**src/rtl/cfg_reg_pkg.sv**
```systemverilog
// Register map, response codes and shared types for the P2P filter config block.
//
// Word index = byte address [6:2]:
//   0x00-0x05  rule 0 : ipv4_addr, ipv6_addr w0..w3 (w0 = bits [31:0]), {flags, proto, port}
//   0x06-0x0B  rule 1 : same layout as rule 0
//   0x0C-0x0F  counters: rule0_hit, rule1_hit, pkt_seen, pkt_drop
//   0x10       CTRL    : bit0 COMMIT, bit1 CLR_ALL (self-clearing, read as 0)
//   >= 0x11    unmapped
package cfg_reg_pkg;

  localparam int NUM_RULES        = 2;
  localparam int RULE_WORDS       = 6;
  localparam int NUM_SHADOW_WORDS = NUM_RULES * RULE_WORDS;
  localparam int NUM_COUNTERS     = 4;

  localparam logic [4:0] CNT_BASE_OFFSET  = 5'h0C;
  localparam logic [4:0] CTRL_OFFSET      = 5'h10;
  localparam int         CTRL_COMMIT_BIT  = 0;
  localparam int         CTRL_CLR_ALL_BIT = 1;
  localparam int         NUM_REG_WORDS    = 17;

  localparam logic [1:0] RESP_OKAY   = 2'b00;
  localparam logic [1:0] RESP_SLVERR = 2'b10;

  // Field order makes the packed rule identical to its six register words
  // concatenated {w5, w4, w3, w2, w1, w0}.
  typedef struct packed {
    logic [7:0]   flags;
    logic [7:0]   proto;
    logic [15:0]  port;
    logic [127:0] ipv6_addr;
    logic [31:0]  ipv4_addr;
  } rule_t;

  typedef rule_t [NUM_RULES-1:0] rule_array_t;

  typedef struct packed {
    logic [31:0] pkt_drop;
    logic [31:0] pkt_seen;
    logic [31:0] rule1_hit;
    logic [31:0] rule0_hit;
  } counters_t;

  typedef enum logic {
    W_IDLE,
    W_RESP
  } wr_state_e;

  typedef enum logic {
    R_IDLE,
    R_DATA
  } rd_state_e;

  // Byte-lane merge of a register write.
  function automatic logic [31:0] applyStrb(input logic [31:0] oldVal,
                                            input logic [31:0] newVal,
                                            input logic [3:0]  strb);
    logic [31:0] res;
    for (int b = 0; b < 4; b++) begin
      res[b*8 +: 8] = strb[b] ? newVal[b*8 +: 8] : oldVal[b*8 +: 8];
    end
    return res;
  endfunction

  function automatic rule_array_t wordsToRules(input logic [NUM_SHADOW_WORDS-1:0][31:0] w);
    return rule_array_t'(w);
  endfunction

endpackage

```
**src/rtl/p2p_event_counter.sv**
```systemverilog
// 32-bit wrapping event counter.
//   clk_i / rst_ni : clock, asynchronous active-low reset
//   inc_i          : add one this cycle
//   clr_i          : clear this cycle; a coincident inc_i still counts (result 1)
//   count_o        : current count
module p2p_event_counter (
  input  logic        clk_i,
  input  logic        rst_ni,
  input  logic        inc_i,
  input  logic        clr_i,
  output logic [31:0] count_o
);

  logic [31:0] count_q, count_d;

  // Clear wins over the old value but never swallows the increment of the same cycle.
  always_comb begin
    count_d = count_q + 32'(inc_i);
    if (clr_i) begin
      count_d = 32'(inc_i);
    end
  end

  always_ff @(posedge clk_i or negedge rst_ni) begin
    if (!rst_ni) begin
      count_q <= '0;
    end else begin
      count_q <= count_d;
    end
  end

  assign count_o = count_q;

endmodule

```
**src/rtl/p2p_cfg_axil_ctrl.sv**
```systemverilog
// AXI4-Lite slave owning the P2P filter configuration: shadow rule registers,
// atomic commit to the active rule set, and the four packet counters.
//   axis_aclk / axis_aresetn : clock, asynchronous active-low reset
//   s_axil_aw* / w* / b*     : write channel (one outstanding write)
//   s_axil_ar* / r*          : read channel (independent of writes)
//   rule0_hit, rule1_hit, pkt_seen, pkt_drop : event pulses from the filter
//   active_rules             : committed rules to the datapath
//   counters                 : live counter values
module p2p_cfg_axil_ctrl
  import cfg_reg_pkg::*;
#(
  parameter int ADDR_W = 12
) (
  input  logic              axis_aclk,
  input  logic              axis_aresetn,
  input  logic              s_axil_awvalid,
  output logic              s_axil_awready,
  input  logic [ADDR_W-1:0] s_axil_awaddr,
  input  logic              s_axil_wvalid,
  output logic              s_axil_wready,
  input  logic [31:0]       s_axil_wdata,
  input  logic [3:0]        s_axil_wstrb,
  output logic              s_axil_bvalid,
  input  logic              s_axil_bready,
  output logic [1:0]        s_axil_bresp,
  input  logic              s_axil_arvalid,
  output logic              s_axil_arready,
  input  logic [ADDR_W-1:0] s_axil_araddr,
  output logic              s_axil_rvalid,
  input  logic              s_axil_rready,
  output logic [31:0]       s_axil_rdata,
  output logic [1:0]        s_axil_rresp,
  input  logic              rule0_hit,
  input  logic              rule1_hit,
  input  logic              pkt_seen,
  input  logic              pkt_drop,
  output rule_array_t       active_rules,
  output counters_t         counters
);

  logic                  rdyEn_q;
  wr_state_e             wrState_q, wrState_d;
  logic                  awHeld_q, awHeld_d;
  logic [ADDR_W-3:0]     awAddr_q, awAddr_d;
  logic                  wHeld_q, wHeld_d;
  logic [31:0]           wData_q, wData_d;
  logic [3:0]            wStrb_q, wStrb_d;
  logic                  bvalid_q, bvalid_d;
  logic [1:0]            bresp_q, bresp_d;
  rd_state_e             rdState_q, rdState_d;
  logic                  rvalid_q, rvalid_d;
  logic [31:0]           rdata_q, rdata_d;
  logic [1:0]            rresp_q, rresp_d;

  logic [NUM_SHADOW_WORDS-1:0][31:0] shadow_q;
  rule_array_t                       active_q;
  logic [NUM_COUNTERS-1:0][31:0]     cntVal;
  logic [NUM_COUNTERS-1:0]           cntInc, cntClr;

  logic              awFire, wFire, arFire, doWrite;
  logic [ADDR_W-3:0] wrWordAddr, rdWordAddr;
  logic [4:0]        wrIdx, rdIdx;
  logic              wrMapped, rdMapped;
  logic [31:0]       wrData;
  logic [3:0]        wrStrb;
  logic              ctrlWr, commit, clrAll;
  logic [31:0]       rdWord;
  logic [1:0]        rdResp;
  logic              unusedAddrBits;

  assign unusedAddrBits = ^{s_axil_awaddr[1:0], s_axil_araddr[1:0]};

  // Readies stay low through reset and come up on the first edge after release.
  always_ff @(posedge axis_aclk or negedge axis_aresetn) begin
    if (!axis_aresetn) begin
      rdyEn_q <= 1'b0;
    end else begin
      rdyEn_q <= 1'b1;
    end
  end

  assign s_axil_awready = rdyEn_q && (wrState_q == W_IDLE) && !awHeld_q;
  assign s_axil_wready  = rdyEn_q && (wrState_q == W_IDLE) && !wHeld_q;
  assign s_axil_arready = rdyEn_q && (rdState_q == R_IDLE);

  assign awFire = s_axil_awvalid && s_axil_awready;
  assign wFire  = s_axil_wvalid  && s_axil_wready;
  assign arFire = s_axil_arvalid && s_axil_arready;

  // The write executes in the cycle the later of AW/W arrives, using the held beat
  // for whichever came first. Address bits above bit 6 mark the access unmapped
  // rather than aliasing onto the register window.
  assign wrWordAddr = awHeld_q ? awAddr_q : s_axil_awaddr[ADDR_W-1:2];
  assign wrData     = wHeld_q  ? wData_q  : s_axil_wdata;
  assign wrStrb     = wHeld_q  ? wStrb_q  : s_axil_wstrb;
  assign wrIdx      = wrWordAddr[4:0];
  assign wrMapped   = (wrWordAddr[ADDR_W-3:5] == '0) && (wrIdx < 5'(NUM_REG_WORDS));
  assign doWrite    = (wrState_q == W_IDLE) && (awHeld_q || awFire) && (wHeld_q || wFire);

  assign ctrlWr = doWrite && wrMapped && (wrIdx == CTRL_OFFSET) && wrStrb[0];
  assign commit = ctrlWr && wrData[CTRL_COMMIT_BIT];
  assign clrAll = ctrlWr && wrData[CTRL_CLR_ALL_BIT];

  always_comb begin
    wrState_d = wrState_q;
    awHeld_d  = awHeld_q;
    awAddr_d  = awAddr_q;
    wHeld_d   = wHeld_q;
    wData_d   = wData_q;
    wStrb_d   = wStrb_q;
    bvalid_d  = bvalid_q;
    bresp_d   = bresp_q;
    case (wrState_q)
      W_IDLE: begin
        if (doWrite) begin
          awHeld_d  = 1'b0;
          wHeld_d   = 1'b0;
          bvalid_d  = 1'b1;
          bresp_d   = wrMapped ? RESP_OKAY : RESP_SLVERR;
          wrState_d = W_RESP;
        end else begin
          if (awFire) begin
            awHeld_d = 1'b1;
            awAddr_d = s_axil_awaddr[ADDR_W-1:2];
          end
          if (wFire) begin
            wHeld_d = 1'b1;
            wData_d = s_axil_wdata;
            wStrb_d = s_axil_wstrb;
          end
        end
      end
      W_RESP: begin
        if (s_axil_bready) begin
          bvalid_d  = 1'b0;
          wrState_d = W_IDLE;
        end
      end
      default: wrState_d = W_IDLE;
    endcase
  end

  always_ff @(posedge axis_aclk or negedge axis_aresetn) begin
    if (!axis_aresetn) begin
      wrState_q <= W_IDLE;
      awHeld_q  <= 1'b0;
      awAddr_q  <= '0;
      wHeld_q   <= 1'b0;
      wData_q   <= '0;
      wStrb_q   <= '0;
      bvalid_q  <= 1'b0;
      bresp_q   <= RESP_OKAY;
    end else begin
      wrState_q <= wrState_d;
      awHeld_q  <= awHeld_d;
      awAddr_q  <= awAddr_d;
      wHeld_q   <= wHeld_d;
      wData_q   <= wData_d;
      wStrb_q   <= wStrb_d;
      bvalid_q  <= bvalid_d;
      bresp_q   <= bresp_d;
    end
  end

  assign s_axil_bvalid = bvalid_q;
  assign s_axil_bresp  = bresp_q;

  // Shadow rules take byte-masked host writes; active rules copy the whole shadow at once.
  always_ff @(posedge axis_aclk or negedge axis_aresetn) begin
    if (!axis_aresetn) begin
      shadow_q <= '0;
      active_q <= '0;
    end else begin
      for (int i = 0; i < NUM_SHADOW_WORDS; i++) begin
        if (doWrite && wrMapped && (wrIdx == 5'(i))) begin
          shadow_q[i] <= applyStrb(shadow_q[i], wrData, wrStrb);
        end
      end
      if (commit) begin
        active_q <= wordsToRules(shadow_q);
      end
    end
  end

  assign active_rules = active_q;

  assign cntInc = {pkt_drop, pkt_seen, rule1_hit, rule0_hit};

  // A counter write clears that counter regardless of data or strobes.
  always_comb begin
    cntClr = '0;
    for (int i = 0; i < NUM_COUNTERS; i++) begin
      cntClr[i] = clrAll || (doWrite && wrMapped && (wrIdx == CNT_BASE_OFFSET + 5'(i)));
    end
  end

  p2p_event_counter uCntRule0Hit (
    .clk_i(axis_aclk), .rst_ni(axis_aresetn), .inc_i(cntInc[0]), .clr_i(cntClr[0]), .count_o(cntVal[0])
  );
  p2p_event_counter uCntRule1Hit (
    .clk_i(axis_aclk), .rst_ni(axis_aresetn), .inc_i(cntInc[1]), .clr_i(cntClr[1]), .count_o(cntVal[1])
  );
  p2p_event_counter uCntPktSeen (
    .clk_i(axis_aclk), .rst_ni(axis_aresetn), .inc_i(cntInc[2]), .clr_i(cntClr[2]), .count_o(cntVal[2])
  );
  p2p_event_counter uCntPktDrop (
    .clk_i(axis_aclk), .rst_ni(axis_aresetn), .inc_i(cntInc[3]), .clr_i(cntClr[3]), .count_o(cntVal[3])
  );

  assign counters = counters_t'(cntVal);

  // Read mux: shadow (not active) values, counters as of AR acceptance, CTRL reads 0.
  assign rdWordAddr = s_axil_araddr[ADDR_W-1:2];
  assign rdIdx      = rdWordAddr[4:0];
  assign rdMapped   = (rdWordAddr[ADDR_W-3:5] == '0) && (rdIdx < 5'(NUM_REG_WORDS));

  always_comb begin
    rdWord = '0;
    rdResp = RESP_SLVERR;
    if (rdMapped) begin
      rdResp = RESP_OKAY;
      for (int i = 0; i < NUM_SHADOW_WORDS; i++) begin
        if (rdIdx == 5'(i)) begin
          rdWord = shadow_q[i];
        end
      end
      for (int i = 0; i < NUM_COUNTERS; i++) begin
        if (rdIdx == CNT_BASE_OFFSET + 5'(i)) begin
          rdWord = cntVal[i];
        end
      end
    end
  end

  always_comb begin
    rdState_d = rdState_q;
    rvalid_d  = rvalid_q;
    rdata_d   = rdata_q;
    rresp_d   = rresp_q;
    case (rdState_q)
      R_IDLE: begin
        if (arFire) begin
          rvalid_d  = 1'b1;
          rdata_d   = rdWord;
          rresp_d   = rdResp;
          rdState_d = R_DATA;
        end
      end
      R_DATA: begin
        if (s_axil_rready) begin
          rvalid_d  = 1'b0;
          rdState_d = R_IDLE;
        end
      end
      default: rdState_d = R_IDLE;
    endcase
  end

  always_ff @(posedge axis_aclk or negedge axis_aresetn) begin
    if (!axis_aresetn) begin
      rdState_q <= R_IDLE;
      rvalid_q  <= 1'b0;
      rdata_q   <= '0;
      rresp_q   <= RESP_OKAY;
    end else begin
      rdState_q <= rdState_d;
      rvalid_q  <= rvalid_d;
      rdata_q   <= rdata_d;
      rresp_q   <= rresp_d;
    end
  end

  assign s_axil_rvalid = rvalid_q;
  assign s_axil_rdata  = rdata_q;
  assign s_axil_rresp  = rresp_q;

endmodule

```
**config.mk**
```make
export PLATFORM = sky130hd
export DESIGN_NAME = p2p_cfg_axil_ctrl
export DESIGN_NICKNAME = d
export VERILOG_FILES = /design/src/rtl/cfg_reg_pkg.sv /design/src/rtl/p2p_event_counter.sv /design/src/rtl/p2p_cfg_axil_ctrl.sv
export SDC_FILE = /design/constraint.sdc
export NUM_CORES = 2
export LEC_CHECK = 0
export ABC_CLOCK_PERIOD_IN_PS = 5110
export BUFFER_PORTS_ARGS = -buffer_cell sky130_fd_sc_hd__buf_2
export CORE_MARGIN = 3
export CORE_UTILIZATION = 60
export DETAILED_ROUTE_END_ITERATION = 8
export PLACE_DENSITY = 0.93
export SYNTH_ARGS = -nofsm -noshare
export SYNTH_HDL_FRONTEND = slang
export SYNTH_HIERARCHICAL = 1
export SYNTH_SLANG_ARGS = --single-unit
```
**constraint.sdc**
```tcl
create_clock -name axis_aclk -period 5.11 [get_ports axis_aclk]
set_input_delay 1.022 -clock axis_aclk [delete_from_list [all_inputs] [get_ports axis_aclk]]
set_output_delay 1.022 -clock axis_aclk [all_outputs]
set_load 0.05 [all_outputs]
```
==> results.cfg <==
[run_status]
outcome = finished, final reports clean

[global_route]
grt_use_total = 0.4366
antenna_found_initial = 16
grt_pass1_wl_mm = 253.6
first_global_vias = 38180
overflow = 0
grt_max_degree = 135

[floorplanning]
start_util = 0.6123
fp.dieW_um = 280.2
num_io_pins = 624
fp-row-count = 99
die_h_um = 280.2
die-area_um2 = 78530
core_area_um2 = 73700

[layout]
final_area_um2 = 52330
nets = 4581
final_util = 0.7100
fillers = 4639
fin_cells = 5558
area_delta_synth_final_pct = 15.96
drive_gt1_frac = 0.2994

[cts]
cts_tree = done
cts_resized = 0
clock_sinks = 983
htreeDepth = 3
clockRootBuffer = clkbuf_16
postCtsSetupRepairBufs = 0
postCtsHoldBufs = 0
cts_buffer_depth = 3
cts_buffers = 99
clock_latency_ns = 0.69
clkTransAtPathRegs_ns = 0.06

[yosys]
synth_flop_cell = dfrtp_1
yosys_warnings = 6
synth.distinct_cells = 75
ys_seq_area_frac = 0.5451
syn_area_per_cell_um2 = 11.35
synth_cells = 3977
netlist_area_um2 = 45120
async_flop_share = 1.000
synth_edf_count = 0
ys_seq_elements = 983

[critical_path]
required_ns = 5.65
critPathArrivalTime_ns = 4.53
regToRegSetupSlack_ns = 1.12
worstSetupPathType = reg2reg
timing.rr.start = awHeld_q
r2r_end = active_rules[204]
startpoint_type = register
end_kind = register
reg2reg_depth = 8
crit_path_max_fanout = 29

[sta]
fin_skew_ns = 0.03794
finalSetupViolations = 0
slew_violations = 0
hold_ws_ns = 0.4090
min_period_ns = 3.994
slew_headroom = 0.1171
min_period_over_period = 0.7816
max_freq_mhz = 250.4
rsz0062_at_grt = no
finalSetupTns_ns = 0
worstMarginPinSlew_ns = 1.287
hold_viol_final = 0

[power]
total_leakage_power_nw = 26.30
p_per_area_nw_per_um2 = 366.1
irDropWorstVdd_uv = 276.3

[detailed_routing]
antenna_left = 0
drc = 0
post_drt_wl_per_cell_um = 31.19
wl_mm = 173.4
first_iter_violations = 5919
dr.pass1.iters = 7
num_vias = 38850
vias_per_cell = 6.990

[placed_design]
gp_congestion = 1.003
hpwl_mm = 117.0
dpl-instance-area_um2 = 48900
placed_cells = 5359
io_buffers = 617

[job]
max_cap_viol_count = 0

[worst_hold_path]
hold_class = in2async
-- through the flow --
step	power (W)	setup slack (ns)
floorplan	0.01023	2.201
global placement	0.01136	1.066
detailed placement	0.01149	1.030
CTS	0.01897	1.296
global route	0.01959	1.064
finish	0.01916	1.116
-- cell usage in the layout, fill, tap and decap left out, types with 15 or more instances in the layout --
| cell | n |
|---|---|
| nor4_1 | 15 |
| nand2b_1 | 32 |
| nand2_1 | 541 |
| xnor2_1 | 21 |
| nor2b_1 | 23 |
| o22ai_1 | 36 |
| dfrtp_1 | 982 |
| a21oi_1 | 201 |
| a32oi_1 | 18 |
| nor2_1 | 160 |
| or4_1 | 59 |
| nand4_1 | 61 |
| clkbuf_8 | 26 |
| nor3_1 | 29 |
| o21ai_0 | 495 |
| a22oi_1 | 37 |
| inv_1 | 45 |
| or3_1 | 33 |
| clkbuf_1 | 20 |
| mux2i_1 | 93 |
| o31ai_1 | 57 |
| mux2_4 | 360 |
| nand3_1 | 34 |
| xor2_1 | 18 |
| diode_2 | 16 |
| and3_1 | 17 |
| clkbuf_16 | 100 |
| a211oi_1 | 19 |
| mux2_2 | 86 |
| buf_4 | 82 |
| buf_2 | 614 |
| clkinv_2 | 21 |
-- synthesized netlist by cell type (37+ instances only) --
cell type	number	area share
mux2i_1	100	0.022
mux2_4	360	0.12
buf_6	46	0.011
nor2_1	162	0.013
mux2_2	86	0.021
buf_2	43	0.0048
o21ai_0	499	0.055
a22oi_1	37	0.0062
a21oi_1	201	0.022
o31ai_1	57	0.0095
or4_1	59	0.0098
nand4_1	61	0.0085
nand2_1	541	0.045
dfrtp_1	983	0.55
inv_1	45	0.0037
clkbuf_1	184	0.015
-- registers in the layout, summed over array words and instances, names as in the netlist, 4 cells and up --
register              cells
active_rules            384
shadow_q                384
s_axil_rdata             32
uCntPktDrop/count_o      32
uCntPktSeen/count_o      32
uCntRule0Hit/count_o     32
uCntRule1Hit/count_o     32
wData_q                  32
awAddr_q                 10
wStrb_q                   4
-- area by class of cell --
class | count | area, µm² | share of cell area
inverters | 46 | 172.7 | 0.003300
flip-flops and latches | 983 | 24600 | 0.4701
multi-input cells | 2659 | 18930 | 0.3618
repair buffers | 713 | 4006 | 0.07656
diodes | 16 | 40.04 | 0.0007651
well taps | 959 | 1200 | 0.02293
clock buffers | 146 | 2935 | 0.05609
clock inverters | 36 | 441.7 | 0.008441
-- power by group --
group | internal [W] | leakage, nW | switching [W]
combinational | 0.000751 | 11.1 | 0.00207
clock | 0.00435 | 1.68 | 0.00326
sequential | 0.00818 | 13.6 | 0.000544
-- critical path, cell delays in order (launching register included) --
cell and delay, ns:
dfrtp_1 0.84, nor3_1 0.20, a21oi_1 0.60, nor2_1 0.30
and4b_1 0.31, nand2b_4 0.20, buf_4 0.40, buf_4 0.58
mux2_2 0.41
-- metal layers --
| metal | part of all wire | vias to the layer above | wire length, µm | track usage |
|---|---|---|---|---|
| li1 | - | 15320 | - | - |
| met1 | 0.33 | 18940 | 57940 | 0.5286 |
| met2 | 0.44 | 3565 | 75950 | 0.6580 |
| met3 | 0.13 | 1017 | 22630 | 0.1365 |
| met4 | 0.097 | 6 | 16830 | 0.3303 |
| met5 | 0.00020 | - | 35 | 0 |
-- cell families (layout without fill, tap and decap cells) --
family          after synthesis  in the layout  synth area share
buf+inv                     336            941           0.03696
xor+xnor                     39             39          0.007570
flops                       983            983            0.5451
mux                         559            559            0.1699
compound gates              970            970            0.1241
fa+ha+maj                     8              8          0.002218
simple gates               1080           1080            0.1140
other cells                   2             19         0.0001664
-- worst max path at each step --
stage	startpoint	to	depth (start not counted)
floorplan	s_axil_wvalid	uCntRule1Hit/count_o[1]	9
detailed placement	s_axil_araddr[6]	s_axil_rdata[17]	6
global placement	s_axil_araddr[6]	s_axil_rdata[30]	6
finish	awHeld_q	active_rules[204]	8
global route	awHeld_q	active_rules[204]	8
CTS	awHeld_q	active_rules[204]	8
Power figures use the tool's default switching activity.
